==> config.mk <==
export PLATFORM = sky130hd
export DESIGN_NAME = serv_hart_dbgctl
export DESIGN_NICKNAME = d
export VERILOG_FILES = /design/src/rtl/serv_hart_dbgctl.sv
export SDC_FILE = /design/constraint.sdc
export NUM_CORES = 1
export LEC_CHECK = 0
export BUFFER_PORTS_ARGS = -buffer_cell sky130_fd_sc_hd__buf_2
export CORE_MARGIN = 4
export CORE_UTILIZATION = 54
export DETAILED_ROUTE_END_ITERATION = 12
export PLACE_DENSITY = 0.81
export SETUP_SLACK_MARGIN = 0.15
export SLEW_MARGIN = 20
export SYNTH_ARGS = -nofsm -noshare
export SYNTH_HDL_FRONTEND = slang
export SYNTH_SLANG_ARGS = --single-unit
==> constraint.sdc <==
create_clock -name clk -period 4.4 [get_ports clk]
set_input_delay 0.88 -clock clk [delete_from_list [all_inputs] [get_ports clk]]
set_output_delay 0.88 -clock clk [all_outputs]
set_load 0.01 [all_outputs]
==> src/rtl/serv_hart_dbgctl.sv <==
// serv_hart_dbgctl: multi-hart debug halt/resume controller for SERV cores.
// Turns DM halt/resume requests for the selected hart into debug interrupt
// pulses and tracks each hart's run state from its debug-entry/dret strobes.
// Optional feature: define SERV_DBG_HALTSUM_EN to build the registered
// anyhalted/allhalted summaries; otherwise both outputs are tied low.
module serv_hart_dbgctl #(
    parameter int NUM_HARTS    = 1,
    parameter int HARTSEL_W    = 5,
    parameter int TIMEOUT_W    = 8,
    parameter int HALT_TIMEOUT = 255
) (
    input  logic                 clk,
    input  logic                 i_rst,
    input  logic [HARTSEL_W-1:0] i_hartsel,
    input  logic                 i_haltreq,
    input  logic                 i_resumereq,
    input  logic [NUM_HARTS-1:0] i_debug_enter,
    input  logic [NUM_HARTS-1:0] i_debug_exit,
    output logic [NUM_HARTS-1:0] o_debug_irq,
    output logic [NUM_HARTS-1:0] o_resume_go,
    output logic [NUM_HARTS-1:0] o_halted,
    output logic                 o_sel_halted,
    output logic                 o_sel_running,
    output logic                 o_sel_resumeack,
    output logic                 o_sel_timeout,
    output logic                 o_sel_nonexist,
    output logic                 o_anyhalted,
    output logic                 o_allhalted
);

    typedef enum logic [1:0] {
        RUNNING     = 2'b00,
        HALT_PEND   = 2'b01,
        HALTED      = 2'b10,
        RESUME_PEND = 2'b11
    } state_t;

    logic [NUM_HARTS-1:0] run_v;
    logic [NUM_HARTS-1:0] ack_v;
    logic [NUM_HARTS-1:0] to_v;
`ifdef SERV_DBG_HALTSUM_EN
    logic [NUM_HARTS-1:0] halted_nxt;
`endif

    for (genvar h = 0; h < NUM_HARTS; h++) begin : g_hart
        state_t               state_q, state_d;
        logic [TIMEOUT_W-1:0] cnt_q, cnt_d;
        logic                 ack_q, ack_d;
        logic                 to_q, to_d;
        logic                 go_d;
        logic                 irq_q, go_q, halted_q;
        logic                 hreq;

        assign hreq = (i_hartsel == HARTSEL_W'(h)) && i_haltreq;

        // Next-state logic: debug entry wins over everything, then dret retire,
        // then request withdrawal, then the halt-pending timeout.
        always_comb begin
            state_d = state_q;
            cnt_d   = cnt_q;
            ack_d   = ack_q;
            to_d    = to_q;
            go_d    = 1'b0;
            if (hreq && state_q == RUNNING)
                to_d = 1'b0;
            if (i_debug_enter[h]) begin
                state_d = HALTED;
            end else begin
                unique case (state_q)
                    RUNNING: begin
                        if (hreq) begin
                            state_d = HALT_PEND;
                            cnt_d   = '0;
                        end
                    end
                    HALT_PEND: begin
                        if (i_debug_exit[h] || !hreq) begin
                            state_d = RUNNING;
                        end else if (cnt_q == TIMEOUT_W'(HALT_TIMEOUT)) begin
                            state_d = RUNNING;
                            to_d    = 1'b1;
                        end else begin
                            cnt_d = cnt_q + TIMEOUT_W'(1);
                        end
                    end
                    HALTED: begin
                        if (i_debug_exit[h]) begin
                            state_d = RUNNING;
                        end else if ((i_hartsel == HARTSEL_W'(h)) && i_resumereq && !i_haltreq) begin
                            state_d = RESUME_PEND;
                            go_d    = 1'b1;
                            ack_d   = 1'b0;
                        end
                    end
                    RESUME_PEND: begin
                        if (i_debug_exit[h]) begin
                            state_d = RUNNING;
                            ack_d   = 1'b1;
                        end
                    end
                    default: state_d = RUNNING;
                endcase
            end
        end

        // State and registered per-hart outputs, decoded from the next state
        always_ff @(posedge clk) begin
            if (i_rst) begin
                state_q  <= RUNNING;
                cnt_q    <= '0;
                ack_q    <= 1'b0;
                to_q     <= 1'b0;
                irq_q    <= 1'b0;
                go_q     <= 1'b0;
                halted_q <= 1'b0;
            end else begin
                state_q  <= state_d;
                cnt_q    <= cnt_d;
                ack_q    <= ack_d;
                to_q     <= to_d;
                irq_q    <= (state_d == HALT_PEND);
                go_q     <= go_d;
                halted_q <= (state_d == HALTED);
            end
        end

        assign o_debug_irq[h] = irq_q;
        assign o_resume_go[h] = go_q;
        assign o_halted[h]    = halted_q;
        assign run_v[h]       = (state_q == RUNNING);
        assign ack_v[h]       = ack_q;
        assign to_v[h]        = to_q;
`ifdef SERV_DBG_HALTSUM_EN
        assign halted_nxt[h]  = (state_d == HALTED);
`endif
    end

    // Selected-hart status muxes; a nonexistent index reads as all zero
    always_comb begin
        o_sel_halted    = 1'b0;
        o_sel_running   = 1'b0;
        o_sel_resumeack = 1'b0;
        o_sel_timeout   = 1'b0;
        o_sel_nonexist  = 1'b1;
        for (int unsigned h = 0; h < NUM_HARTS; h++) begin
            if (i_hartsel == HARTSEL_W'(h)) begin
                o_sel_nonexist  = 1'b0;
                o_sel_halted    = o_halted[h];
                o_sel_running   = run_v[h];
                o_sel_resumeack = ack_v[h];
                o_sel_timeout   = to_v[h];
            end
        end
    end

`ifdef SERV_DBG_HALTSUM_EN
    // Summaries register the next-state vector so they line up with o_halted
    always_ff @(posedge clk) begin
        if (i_rst) begin
            o_anyhalted <= 1'b0;
            o_allhalted <= 1'b0;
        end else begin
            o_anyhalted <= |halted_nxt;
            o_allhalted <= &halted_nxt;
        end
    end
`else
    assign o_anyhalted = 1'b0;
    assign o_allhalted = 1'b0;
`endif

endmodule

# After elaboration in Yosys (flattened, before gate mapping)
# Cells that the tools add are included.
# Widths: inputs -> output; s select.
# classes
add_sub_neg	1
multipliers	0
div_mod_pow	0
n_lt_le_gt_ge	0
eq_ne	12
n_shift	0
muxes	27
bitwise_logic	2
reduce_logical	14
# op_table
op	count
$mux 8	3
$pmux 8 s2	1
$mux 1	14
$mux 2	7
$ne 2x2->1 const B	5
$reduce_and 5->1	2
$add 8x1->8 const B	1
$eq 8x8->1 const B	1
$pmux 2 s4	1
$eq 2x2->1 const B	3
$logic_not 5->1	1
$eq 2x1->1 const B	2
$logic_and 1x1->1	4
$reduce_bool 2->1	2
$reduce_or 4->1	1
$logic_not 1->1	2
$logic_not 2->1	1
$ne 2x1->1 const B	1
$not 1->1	2
$pmux 1 s2	1
$logic_or 1x1->1	1
# totals
regBits	15
latchBits	0
ramBits	0
rom_bits	0
output_inout_bits	10
word_cells	63
n_memories	0

# Depth between registers and ports, before layout
# depth
ltp_word	8
depth_mapped	7
ltp_nobuf	5

# Worst setup path before layout
# No wires, ideal clock.
# synth_path
kind	input to output
start	input i_hartsel[3]
end	output o_sel_running
arrival_time_ps	1832
required_ps	3520
setup_slack_ps	1688
path_stages	3
path_buffers	0
path_cell_list	nor3_1 nand2_1 nor3_1
# synth_via
elab_chain_len	2
# synth_lines
item	line_no	source
from (decl)	14	input logic [HARTSEL_W-1:0] i_hartsel,
$logic_not 5->1	146	if (i_hartsel == HARTSEL_W'(h)) begin
$mux 1	146	
to (decl)	23	output logic o_sel_running,
# Every way passes these cells.

# Worst setup path in the final report
# Ends and elaborated chain as after synthesis.

==> results.sh <==
export IMPL_grt_pass1_wl_um=3060
export IMPL_ir_drop_mv=0.150
export IMPL_cts_tree="built"
export IMPL_vias=802
export IMPL_via_per_inst=5.99
export IMPL_cts_max_path_buffers=2
export IMPL_num_antenna_cells=0
export IMPL_clock_root_buffer="clkbuf_4"
export IMPL_final_max_slew_viol_count=0
export IMPL_tightest_slew_ns=0.678
export IMPL_cts_buffers=3
export IMPL_p_leak_nw=0.343
export IMPL_grt_use_total_pct=19.2
export IMPL_min_period_ns=2.89
export IMPL_grt_pass1_vias=702
export IMPL_dpl_cell_area_sq_um=903
export IMPL_rsz0062_at_grt="false"
export IMPL_synth_edff_count=0
export IMPL_cp_max_fo=8
export IMPL_post_cts_resized=0
export IMPL_finClkSkew_ns=0.00127
export IMPL_ant_nets=0
export IMPL_p_per_area_mw_per_mm2=257
export IMPL_yosysWarnings=0
export IMPL_hold_path_class="reg2reg"
export IMPL_die_h_um=47.2
export IMPL_clk_pin_slew_worst_paths_ns=0.08
export IMPL_coreArea_sq_mm=0.00137
export IMPL_cp_end_kind="output port"
export IMPL_netlist_instances=103
export IMPL_hold_buffers=0
export IMPL_synth_yosys_seq_area_share_pct=36.2
export IMPL_start_util_pct=60.7
export IMPL_wl_um=1720
export IMPL_maxSlewHeadroom_pct=54.4
export IMPL_die_w_um=47.2
export IMPL_ios=21
export IMPL_ys_types=34
export IMPL_port_buffers=18
export IMPL_clk_latency_ns=0.28
export IMPL_syn_area_sq_um=830
export IMPL_drive_above_1_share_pct=19.3
export IMPL_die_area_sq_mm=0.00223
export IMPL_fin_area_sq_um=930
export IMPL_outcome="finished clean"
export IMPL_globalRouteOverflowTotal=0
export IMPL_drtIter0Drc=21
export IMPL_fin_tns_setup_ns=0
export IMPL_avgSynthCellArea_sq_um=8.05
export IMPL_fmax_mhz=346
export IMPL_drc=0
export IMPL_firstDrtPassIters=4
export IMPL_dpl_hpwl_um=1290
export IMPL_routedWlPerCell_um=12.9
export IMPL_final_hold_viol_count=0
export IMPL_cap_viol_max_count=0
export IMPL_area_growth_pct=12.1
export IMPL_clkSinkCount=15
export IMPL_htreeDepth=1
export IMPL_rows=13
export IMPL_synth_main_ff_cell="dfxtp_1"
export IMPL_grt_max_degree=17
export IMPL_nFillCells=122
export IMPL_setup_violations=0
export IMPL_ys_ff_latch=15
export IMPL_synth_async_sr_flop_share_pct=0
export IMPL_gp_congestion=0.806
export IMPL_post_cts_buffers=0
export IMPL_path_class="in2out"
export IMPL_layout_nets=132
export IMPL_crit_required_ns=3.52
export IMPL_antenna_found_initial=0
export IMPL_critPathArrivalTime_ns=2.01
export IMPL_period_share_pct=65.7
export IMPL_start_kind="input pin"
flip-flops by register name (all words and copies together), names as in the netlist:
| signal | count |
|---|---|
| g_hart.cnt_q | 8 |
| g_hart.state_q | 2 |
| o_resume_go | 1 |
| o_debug_irq | 1 |
| o_halted | 1 |
| ack_v | 1 |
| g_hart.to_q | 1 |
area by class of cell:
cell class / instances / area [sq um] / area share [%]
flip-flops and latches: 15 / 300 / 32.3
clock buffers: 4 / 26.3 / 2.83
repair buffers: 19 / 97.6 / 10.5
inverters: 3 / 11.3 / 1.21
well taps: 15 / 18.8 / 2.02
multi-input cells: 78 / 475 / 51.1
path summary, 6_finish.rpt:
path                                   startpoint                              end  slack, ns  depth (start not counted)
setup reg to reg  g_hart[0].state_q[1]$_SDFF_PP0_  g_hart[0].cnt_q[4]$_SDFFE_PP0P_       2.55                          4
hold reg to reg                ack_v$_SDFFE_PP0P_               ack_v$_SDFFE_PP0P_       0.47                          2
hold / removal                 ack_v$_SDFFE_PP0P_               ack_v$_SDFFE_PP0P_       0.47                          2
setup / recovery                     i_hartsel[3]                    o_sel_running       1.51                          5
stage by stage:
step	total power, mW	util, %	hold WS (ns)	worst slack (ns)	std cells
global route	0.254	68.0	0.513	1.39	134
finish	0.239	68.0	0.466	1.51	134
detailed placement	0.166	66.1	0.458	1.52	130
floorplan	0.157	-	0.438	1.69	104
CTS	0.243	68.0	0.471	1.51	134
global placement	0.166	66.1	0.451	1.54	130
worst max-delay path, stage by stage:
cell,delay (ns)
buf_2,0.10
nor3_1,0.57
nand2_1,0.15
nor3_1,0.15
buf_2,0.16
Yosys cell counts (3+ instances only):
cell | n | area, sq um
and3_1 | 4 | 25.0
nor2_1 | 7 | 26.3
clkbuf_1 | 3 | 11.3
nand3_1 | 4 | 20.0
nand2b_1 | 3 | 18.8
or3_1 | 4 | 25.0
nand4_1 | 3 | 18.8
o31ai_1 | 6 | 45.0
dfxtp_1 | 15 | 300
nand2_1 | 4 | 15.0
a21oi_1 | 12 | 60.1
nor3_1 | 4 | 20.0
inv_1 | 3 | 11.3
or4_1 | 6 | 45.0
nor4b_1 | 3 | 26.3
where the power goes:
group	leakage (nW)	internal (mW)	switching, mW
Clock	0.0150	0.0352	0.0414
Combinational	0.206	0.00957	0.0131
Sequential	0.121	0.137	0.00246
Total	0.343	0.182	0.0570
routing by layer:
| metal | track usage, % | vias to the layer above | share of wire [%] |
|---|---|---|---|
| met1 | 29.2 | 353 | 51 |
| li1 | - | 418 | - |
| met3 | 4.60 | 4 | 7.5 |
| met2 | 25.2 | 27 | 40 |
| met5 | 0 | - | 0 |
| met4 | 8.29 | 0 | 1.6 |
cells in the final DEF, fill, tap and decap left out:
cell type / synthesis / routed
a21o_2: 1 / 1
a21oi_1: 12 / 12
a32oi_1: 1 / 1
and2_1: 1 / 1
and3_1: 4 / 4
buf_2: 1 / 18
buf_4: 2 / 1
clkbuf_1: 3 / 1
clkbuf_4: 0 / 3
conb_1: 1 / 2
dfxtp_1: 15 / 15
ha_1: 1 / 1
inv_1: 3 / 3
nand2_1: 4 / 4
nand2b_1: 3 / 3
nand3_1: 4 / 4
nand3b_1: 1 / 1
nand4_1: 3 / 3
nor2_1: 7 / 7
nor3_1: 4 / 4
nor3b_1: 1 / 1
nor4b_1: 3 / 3
o21a_1: 1 / 1
o21ai_0: 2 / 2
o21ai_1: 2 / 2
o21bai_1: 1 / 1
o22a_1: 1 / 1
o31ai_1: 6 / 6
o41ai_1: 1 / 1
or3_1: 4 / 4
or3b_1: 1 / 1
or4_1: 6 / 6
or4b_1: 1 / 1
kinds of logic (layout without fill, tap and decap cells):
logic type	count (synthesis)	in the layout	synth area share, %
buffers and inverters	11	26	6.94
and+or+nand+nor	47	47	33.8
DFF	15	15	36.2
AOI/OAI and AO/OA	28	28	21.1
other	1	2	0.452
adders and majority gates	1	1	1.51
No activity file was read; power rests on OpenSTA's default activity.
